[src/rtl/alu_access_ctrl.sv]
// Round-robin access controller for a shared combinational FP ALU.
// Holds ALU inputs for SETTLE_CYCLES, captures result/flags, returns a tagged response.
module alu_access_ctrl #(
    parameter int unsigned SETTLE_CYCLES = 2
) (
    input  logic        clk,
    input  logic        rst_n,
    input  logic        req0_valid,
    input  logic        req1_valid,
    output logic        req0_ready,
    output logic        req1_ready,
    input  logic [31:0] req0_operand_a,
    input  logic [31:0] req1_operand_a,
    input  logic [31:0] req0_operand_b,
    input  logic [31:0] req1_operand_b,
    input  logic [2:0]  req0_operation,
    input  logic [2:0]  req1_operation,
    output logic [31:0] alu_operand_a,
    output logic [31:0] alu_operand_b,
    output logic [2:0]  alu_operation,
    input  logic [31:0] alu_result,
    input  logic        alu_exception,
    input  logic        alu_overflow,
    input  logic        alu_underflow,
    output logic        resp_valid,
    input  logic        resp_ready,
    output logic        resp_id,
    output logic [31:0] resp_result,
    output logic        resp_exception,
    output logic        resp_overflow,
    output logic        resp_underflow,
    output logic        busy
);

    // state | meaning
    // IDLE  | waiting for a request; ALU parked
    // ISSUE | ALU inputs driven, settle counter running
    // RESP  | response held until consumer accepts; ALU parked
    typedef enum logic [1:0] {
        IDLE  = 2'd0,
        ISSUE = 2'd1,
        RESP  = 2'd2
    } state_t;

    localparam logic [3:0] SETTLE_LOAD = 4'(SETTLE_CYCLES - 1);

    state_t      state_q, state_d;
    logic        last_grant_q, last_grant_d;
    logic        id_q, id_d;
    logic [31:0] opa_q, opa_d;
    logic [31:0] opb_q, opb_d;
    logic [2:0]  op_q, op_d;
    logic [3:0]  cnt_q, cnt_d;
    logic [31:0] res_q, res_d;
    logic        exc_q, exc_d;
    logic        ovf_q, ovf_d;
    logic        unf_q, unf_d;

    logic        idle;
    logic        grant;
    logic        accept;
    logic [31:0] sel_a;
    logic [31:0] sel_b;
    logic [2:0]  sel_op;

    // With both valid the port that did not win last time gets the grant.
    assign idle   = (state_q == IDLE);
    assign grant  = (req0_valid && req1_valid) ? ~last_grant_q : req1_valid;
    assign accept = idle && (req0_valid || req1_valid);

    assign req0_ready = idle && req0_valid && !grant;
    assign req1_ready = idle && req1_valid && grant;

    assign sel_a  = grant ? req1_operand_a : req0_operand_a;
    assign sel_b  = grant ? req1_operand_b : req0_operand_b;
    assign sel_op = grant ? req1_operation : req0_operation;

    always_ff @(posedge clk or negedge rst_n) begin
        if (!rst_n) begin
            state_q      <= IDLE;
            last_grant_q <= 1'b1;
            id_q         <= 1'b0;
            opa_q        <= '0;
            opb_q        <= '0;
            op_q         <= '0;
            cnt_q        <= '0;
            res_q        <= '0;
            exc_q        <= 1'b0;
            ovf_q        <= 1'b0;
            unf_q        <= 1'b0;
        end else begin
            state_q      <= state_d;
            last_grant_q <= last_grant_d;
            id_q         <= id_d;
            opa_q        <= opa_d;
            opb_q        <= opb_d;
            op_q         <= op_d;
            cnt_q        <= cnt_d;
            res_q        <= res_d;
            exc_q        <= exc_d;
            ovf_q        <= ovf_d;
            unf_q        <= unf_d;
        end
    end

    always_comb begin
        state_d      = state_q;
        last_grant_d = last_grant_q;
        id_d         = id_q;
        opa_d        = opa_q;
        opb_d        = opb_q;
        op_d         = op_q;
        cnt_d        = cnt_q;
        res_d        = res_q;
        exc_d        = exc_q;
        ovf_d        = ovf_q;
        unf_d        = unf_q;

        case (state_q)
            IDLE: begin
                if (accept) begin
                    opa_d        = sel_a;
                    opb_d        = sel_b;
                    op_d         = sel_op;
                    id_d         = grant;
                    last_grant_d = grant;
                    if (sel_op != 3'd0) begin
                        cnt_d   = SETTLE_LOAD;
                        state_d = ISSUE;
                    end else begin
                        // Illegal opcode: answer immediately, never touch the ALU.
                        res_d   = '0;
                        exc_d   = 1'b1;
                        ovf_d   = 1'b0;
                        unf_d   = 1'b0;
                        state_d = RESP;
                    end
                end
            end
            ISSUE: begin
                if (cnt_q == 4'd0) begin
                    res_d   = alu_result;
                    exc_d   = alu_exception;
                    ovf_d   = alu_overflow;
                    unf_d   = alu_underflow;
                    state_d = RESP;
                end else begin
                    cnt_d = cnt_q - 4'd1;
                end
            end
            RESP: begin
                if (resp_ready) begin
                    state_d = IDLE;
                end
            end
            default: begin
                state_d = IDLE;
            end
        endcase
    end

    assign alu_operand_a = (state_q == ISSUE) ? opa_q : '0;
    assign alu_operand_b = (state_q == ISSUE) ? opb_q : '0;
    assign alu_operation = (state_q == ISSUE) ? op_q  : '0;

    assign resp_valid     = (state_q == RESP);
    assign resp_id        = id_q;
    assign resp_result    = res_q;
    assign resp_exception = exc_q;
    assign resp_overflow  = ovf_q;
    assign resp_underflow = unf_q;
    assign busy           = !idle;

endmodule

[config.mk]
export PLATFORM = sky130hd
export DESIGN_NAME = alu_access_ctrl
export DESIGN_NICKNAME = d
export VERILOG_FILES = /design/src/rtl/alu_access_ctrl.sv
export SDC_FILE = /design/constraint.sdc
export NUM_CORES = 1
export LEC_CHECK = 0
export BUFFER_PORTS_ARGS = -buffer_cell sky130_fd_sc_hd__buf_2
export CAP_MARGIN = 20
export CORE_AREA = 2 2 120 134
export DETAILED_ROUTE_END_ITERATION = 12
export DIE_AREA = 0 0 122 136
export HOLD_SLACK_MARGIN = 0.06
export RECOVER_POWER = 25
export SLEW_MARGIN = 20
export SYNTH_ARGS = -nofsm -noshare
export SYNTH_HDL_FRONTEND = slang
export SYNTH_SLANG_ARGS = --single-unit
[constraint.sdc]
create_clock -name clk -period 5.3 [get_ports clk]
set_input_delay 0.265 -clock clk [delete_from_list [all_inputs] [get_ports clk]]
set_output_delay 0.265 -clock clk [all_outputs]
set_load 0.03 [all_outputs]
Word level (Yosys, flattened, before mapping)
Cells that the tools add are included.
- output and inout port bits: 107
- bits of input ports: 174
- word-level logic and storage cells: 68
- bits in registers: 110
- add/sub/neg operators: 1
- bitwise gates (word level): 1
- mux-type cells: 30
- reductions and logical operators: 17
- equality and inequality tests: 8
- operators by type and width (operator ; number):
    two-way mux 32 bit ; 7
    case mux 32 bit (2 select lines) ; 1
    two-way mux 4 bit ; 3
    two-way mux 1 bit ; 8
    two-way mux 2 bit ; 4
    case mux 4 bit (2 select lines) ; 1
    AND reduction 4 bit ; 2
    logical AND 1 bit ; 6
    two-way mux 3 bit ; 2
    inequality test 2 x 1 -> 1 bit, second input constant ; 3
    inequality test 2 bit, second input constant ; 3
    case mux 1 bit (2 select lines) ; 3
    case mux 2 bit (3 select lines) ; 1
    logical NOT 4 bit ; 1
    subtractor 4 x 1 -> 4 bit, second input constant ; 1
    AND reduction 3 bit ; 1
    nonzero test 3 bit ; 1
    equality test 2 x 1 -> 1 bit, second input constant ; 1
    equality test 2 bit, second input constant ; 1
    logical NOT 1 bit ; 2
    logical NOT 2 bit ; 1
    AND reduction 2 bit ; 1
    nonzero test 2 bit ; 1
    logical OR 1 bit ; 1
    inverter 1 bit ; 1

Longest topological paths before layout
Gate-level depths: netlist of run 1.
- depth in word-level cells: 7
- gate-level depth with buffers: 8
- depth with buffers taken out: 6

Worst setup path after synthesis of run 1
No wires, ideal clock.
- path type: register -> register
- from: register cnt_q[0]
- to: register res_q[10] (netlist: resp_result[10])
- data arrival time: 1702 ps
- setup slack: 3477 ps
- required time: 5179 ps
- clock period less this slack: 1823 ps
- buffers on the path: 2
- stages on the path, launching flop included: 9
- library setup time: 121 ps
- cells stage by stage: dfrtp_1 > inv_1 > ha_1 > or3b_1 > buf_2 > mux2i_4 > o211ai_4 > buf_6 > a22o_1
- word-level cells in the longest chain between the ends: 3
- RTL lines (item ; line ; source):
    start: declaration ; 53 ; logic [3:0] cnt_q, cnt_d;
    start signal: assignment ; 98 ; cnt_q <= cnt_d;
    logical NOT 4 bit ; 141 ; if (cnt_q == 4'd0) begin
    inequality test 2 bit (no line) ; -- ;
    AND reduction 4 bit (no line) ; -- ;
    end signal: assignment ; 99 ; res_q <= res_d;
    end: declaration ; 54 ; logic [31:0] res_q, res_d;
No other way between the ends.
A chain may end at the register's enable or synchronous reset.

Final worst setup path of run 1
- from: register last_grant_q
- to: output port req1_ready
- word-level cells in the longest chain between the ends: 3
- RTL lines (item ; line ; source):
    start: declaration ; 48 ; logic last_grant_q, last_grant_d;
    start signal: assignment ; 93 ; last_grant_q <= last_grant_d;
    inverter 1 bit ; 68 ; assign grant = (req0_valid && req1_valid) ? ~last_grant_q : req1_valid;
    two-way mux 1 bit ; 68 ;
    logical AND 1 bit ; 72 ; assign req1_ready = idle && req1_valid && grant;
    end: declaration ; 11 ; output logic req1_ready,
No other way between the ends.

==> results of run 1 <==
cell families after synthesis:
group / share of synthesized area [%]
and+or+nand+nor: 15.15
buffers and inverters: 4.159
adders and majority gates: 0.4779
muxes: 13.53
AOI/OAI and AO/OA: 14.08
DFF: 52.61
power groups by stage:
stage | Clock (W) | Combinational, W | Sequential, W
2_1_floorplan | 0 | 0.00138 | 0.00166
3_3_place_gp | 0 | 0.00216 | 0.00145
3_5_place_dp | 0 | 0.00222 | 0.00146
4_1_cts | 0.000712 | 0.00223 | 0.00145
5_1_grt | 0.000743 | 0.00239 | 0.00150
6_report | 0.000688 | 0.00218 | 0.00145
synth_stat cells (all sizes together):
master     n
a21boi     1
a21o       4
a21oi      1
a22o      35
and2      68
buf       22
clkbuf    16
dfrtp    109
dfstp      1
ha         2
inv        6
mux2       1
mux2i     68
nand2     72
nand3      4
nand3b     1
nor2       6
nor2b      1
nor3       4
o211ai     1
o21ai     70
o2bb2ai    1
o31ai      1
or2b       1
or3b       1
layer usage:
metal	track usage, %	routed length (µm)
met3	3.565	1122
met5	0	0
met2	28.43	6714
met4	6.897	306
met1	18.95	5602
metrics by stage:
stage,instance area (µm²),setup WS (ns),util [%],power (W)
2_1_floorplan,5235,3.477,-,0.003043
3_3_place_gp,6754,2.799,44.10,0.003607
3_5_place_dp,6774,2.728,44.23,0.003683
4_1_cts,7098,2.582,46.35,0.004389
5_1_grt,7089,1.333,46.29,0.004643
6_report,7089,1.557,46.29,0.004324
area by class of cell:
| type | count | share of cell area, % |
|---|---|---|
| inverter | 6 | 0.3177 |
| multi-input combinational | 343 | 32.32 |
| timing repair buffer | 288 | 20.56 |
| tap | 200 | 3.530 |
| sequential | 110 | 38.85 |
| clock inverter | 7 | 1.253 |
| clock buffer | 9 | 3.177 |
sequential cells by signal, indices dropped and copies added, names as in the netlist, 2 cells and up:
signal,count
cnt_q,4
op_q,3
resp_result,32
opa_q,32
state_q,2
opb_q,32
worst min-delay path by stage:
| stage | from | end | slack (ns) |
|---|---|---|---|
| finish | resp_ready | state_q[1] | 0.09 |
| global route | resp_ready | state_q[1] | 0.1 |
| CTS | resp_ready | state_q[1] | 0.07 |
| detailed placement | rst_n | opa_q[25] | 0.27 |
| floorplan | rst_n | cnt_q[0] | -0.03 |
| global placement | rst_n | opa_q[25] | 0.27 |
timing repair:
action                                  CTS  global route
endpoints found under the setup margin    0             0
endpoints found under the hold margin    38             0
hold buffers                              1             0
buffers inserted                          0             0
==> metrics.txt, run 1 <==
Synth area leader dfrtp_1; Final ANT Viol Nets 0; Slew @ Worst Pin 2.348 ns; CP delay by family, top buffers and inverters; CTS sink cnt 110; CP Launch Point last_grant_q; unrepaired setup endpoints after global routing false; CP endpoint req1_ready; share of layout cells above drive strength 1 35.52%; commonest non-fill, non-tap cells in the layout buf_2, dfrtp_1, nand2_1, o21ai_0, and2_1; non-filler cells in the finished layout 963; Max Clock Freq 267.2 MHz; Post-CTS Resized 0; tightest hold margin 0.08758 ns; largest net degree at the start of global routing 80; total I/O pin count 281; synth top area cells dfrtp_1, mux2i_1, and2_1; Stages on worst setup path 5; Register Area 2754 µm²; max cap viols 2; worst skew pair latency 0.35 ns; Die ar. 16,590 µm²; DP HPWL 10,120 µm; Placeable Area 15,310 µm²; Mapped Area 5235 µm²; count of different cell masters after synthesis 30; vias in the first global route 4,444; Mapped Cells 497; Leak 3.748 nW; global route overflow 0; Post-Route WL 13,750 µm; CTS tree yes; sequential cell area fraction in the yosys report 52.61%; filler instances 1,482; worst min-delay path class in -> reg; Site Rows 48; Multi-input gate area 2291 µm²; r2r worst-path depth 5; crit end category output port; total CTS buffers 9; Mean Syn Cell Area 10.53 µm²; CP cell instances a21boi_4 > clkbuf_1 > buf_12 > and2_1 > buf_2; Clk pwr share 15.9%; failing checks capacitance limit, slew limit; skew final 0.01021 ns; nets 934; CP startpoint kind flop; hold path cells 2; Switching Share 46.56%; Bufs on Longest Clock Path 2; vias per inst 4.618; Via Count 4,447; status finished with violations; Tcrit/Tclk final 70.62%; first-pass GRT wire length 21,110 µm; Mapped Nets 673; Total Routing Usage GR 16.18%; slew margin rel. -56.54%; critical path's largest stage delay 1.69 ns; Antenna Cells 0; commonest non-fill, non-tap cell in the layout buf_2; clock root cell clkbuf_16; Worst EP arrival 3.48 ns; Power Internal 0.002311 W; setup slack, reg-to-reg 2.10 ns; Final Max Slew Viols 72; Die X 122 µm; power density cells 609.9 nW/µm²; Worst R2R End opa_q[0]; Yosys top cell area share 52.10%; H-Tree Depth 3; initial antenna violation count 0; Avg WL per Cell 14.27 µm; CP max-delay cell clkbuf_1; Setup CP Type reg -> out; Initial DRC Count 180; area grow syn2layout 35.42%; Final Hold Fails 0; clk slew on worst S/H paths 0.08 ns; Finish-stage setup viols 0; register bit total from synthesis 110; Port Buf Inserts 280; Sw Pwr 0.002013 W; Gate power share 50.5%; DRC viols 0; DRT Pass-1 Iters 4; Final min period 3.743 ns; reg2reg start last_grant_q; worst endpoint required time 5.04 ns; synth warn 0; worst vdd ir 0.2309 mV; initial core utilization 34.18%; CP max FO 38; Cells after DPL 944; Buffers & Inverters on Critical Path 3; Total Neg Setup Slack 0 ns; Vert. Die Dim 136 µm; RD Place Congestion 0.7240; sequential share of power 33.6%
No activity file was read; power rests on OpenSTA's default activity.
==> inputs of run 2 (changes only) <==
Settings changed: PLACE_DENSITY from default to 0.67.
Clock period 5.3 ns to 3.4 ns, I/O delays scaled along.
==> metrics.txt, run 2 (synthesis gave the netlist of run 1 again) <==
status finished clean; Slew @ Worst Pin 1.392 ns (-0.9565 ns); CTS sink cnt 110 (unchanged); DRC viols 0 (unchanged); CP cell instances a21boi_4 > buf_4 > and2_1 > buf_2; worst min-delay path class in -> reg; share of layout cells above drive strength 1 35.68% (+0.16 points); Switching Share 45.69% (-0.86 points); Leak 3.920 nW (+4.6%); commonest non-fill, non-tap cells in the layout buf_2, dfrtp_1, nand2_1, o21ai_0, and2_1; global route overflow 0 (unchanged); H-Tree Depth 3 (unchanged); CP endpoint req1_ready; RD Place Congestion 0.7379 (+1.9%); Sw Pwr 0.003084 W (+53%); Avg WL per Cell 13.61 µm (-4.7%); clock root cell clkbuf_16; Final Max Slew Viols 0 (-100%); DRT Pass-1 Iters 4 (unchanged); nets 967 (+3.5%); slew margin rel. 7.227% (+64 points); Finish-stage setup viols 0 (unchanged); setup ws final 0.9714 ns (-0.5857 ns); Tcrit/Tclk final 71.43%; Power Internal 0.003665 W (+59%); vias per inst 4.545 (-1.6%); tightest hold margin 0.06925 ns (-0.01834 ns); r2r worst-path depth 6 (+1); Port Buf Inserts 280 (unchanged); Die X 122 µm (unchanged); CTS tree yes; Worst R2R End resp_result[21]; clk slew on worst S/H paths 0.07 ns (about the same); DP HPWL 9546 µm (-5.6%); Via Count 4,527 (+1.8%); reg2reg start cnt_q[0]; Gate power share 50.4% (about the same); Placeable Area 15,310 µm² (unchanged); Worst EP arrival 2.26 ns (-1.22 ns); max cap viols 0 (-2); critical path's largest stage delay 0.86 ns (-0.83 ns); initial core utilization 34.18% (unchanged); Die ar. 16,590 µm² (unchanged); first-pass GRT wire length 20,860 µm (-1.2%); vias in the first global route 4,320 (-2.8%); unrepaired setup endpoints after global routing false; crit end category output port; commonest non-fill, non-tap cell in the layout buf_2; Final min period 2.429 ns; CP startpoint kind flop; Post-Route WL 13,560 µm (-1.4%); worst endpoint required time 3.23 ns (-1.81 ns); CP max FO 69 (+82%); sequential share of power 33.6% (about the same); power density cells 910.2 nW/µm² (+49%); Site Rows 48 (unchanged); skew final 0.009575 ns (-0.0006400 ns); Final Hold Fails 0 (unchanged); Antenna Cells 0 (unchanged); Total Neg Setup Slack 0 ns (unchanged); CP Launch Point last_grant_q; initial antenna violation count 0 (unchanged); CP max-delay cell buf_4; Clk pwr share 16.1% (+0.2 points); Initial DRC Count 225 (+25%); area grow syn2layout 41.66%; Bufs on Longest Clock Path 2 (unchanged); largest net degree at the start of global routing 79 (-1.3%); Vert. Die Dim 136 µm (unchanged); worst vdd ir 0.3602 mV (+56%); Total Routing Usage GR 15.91% (-0.27 points); total CTS buffers 9 (unchanged); worst skew pair latency 0.35 ns (about the same); setup slack, reg-to-reg 1.17 ns (-0.93 ns); Final ANT Viol Nets 0 (unchanged); total I/O pin count 281 (unchanged); Setup CP Type reg -> out; pre-CTS setup slack 1.174 ns (-1.555 ns); Max Clock Freq 411.8 MHz
## run 2: cell count changes in the layout (fill, tap and decap cells not counted), sizes merged
cell         previous run  this run
inv                     9         8
buf                   248       258
clkbuf                 48        37
dlygate4sd3             1        35
clkinv                  4         3
clkinvlp                0         1
bufinv                  0         1
## run 2: timing repair
| action | CTS | global route |
|---|---|---|
| buffers inserted | 0 | 0 |
| hold endpoints to repair | 87 | 0 |
| hold buffers | 35 | 0 |
| resized for setup | 0 | 0 |
## run 2: worst min path at each step
| stage | start | to | cells past startpoint |
|---|---|---|---|
| floorplan | rst_n | cnt_q[0] | 0 |
| global placement | rst_n | resp_underflow | 1 |
| detailed placement | rst_n | resp_result[11] | 1 |
| CTS | alu_result[7] | resp_result[7] | 2 |
| global route | alu_result[7] | resp_result[7] | 2 |
| finish | alu_result[7] | resp_result[7] | 2 |
## run 2: metal layers
layer	vias up	track usage [%]	part of all wire [%]
li1	2290	-	-
met1	2065	20.01	43
met2	153	27.00	50
met3	19	3.104	6.1
met4	0	6.066	1.7
met5	-	0	0
## run 2: worst max-delay path, delay by kind of cell, from the launching register on
family          cells  cell delay (ns)
buf+inv             2             1.08
flops               1             0.39
compound gates      1             0.16
simple gates        1             0.28
## run 2: final cells by class
type                    instances  area (µm²)
well taps                     200       250.2
flip-flops and latches        110        2754
multi-input cells             343        2293
fillers                      1476        7899
inverters                       6       22.52
clock buffers                   9       225.2
clock inverters                 7       82.58
repair buffers                321        1788
## run 2: per-stage QoR
| step | instances | cell area, µm² | utilization [%] | total power, W |
|---|---|---|---|---|
| floorplan | 497 | 5235 | - | 0.004744 |
| global placement | 945 | 6794 | 44.36 | 0.005655 |
| detailed placement | 945 | 6794 | 44.36 | 0.005733 |
| CTS | 996 | 7452 | 48.66 | 0.006878 |
| global route | 996 | 7416 | 48.42 | 0.007248 |
| finish | 996 | 7416 | 48.42 | 0.006750 |
## run 2: power groups by stage
| stage | Clock, W | Sequential [W] | Combinational [W] |
|---|---|---|---|
| global route | 0.00117 | 0.00234 | 0.00373 |
| floorplan | 0 | 0.00259 | 0.00215 |
| global placement | 0 | 0.00227 | 0.00339 |
| detailed placement | 0 | 0.00228 | 0.00346 |
| CTS | 0.00113 | 0.00226 | 0.00349 |
| finish | 0.00109 | 0.00227 | 0.00340 |
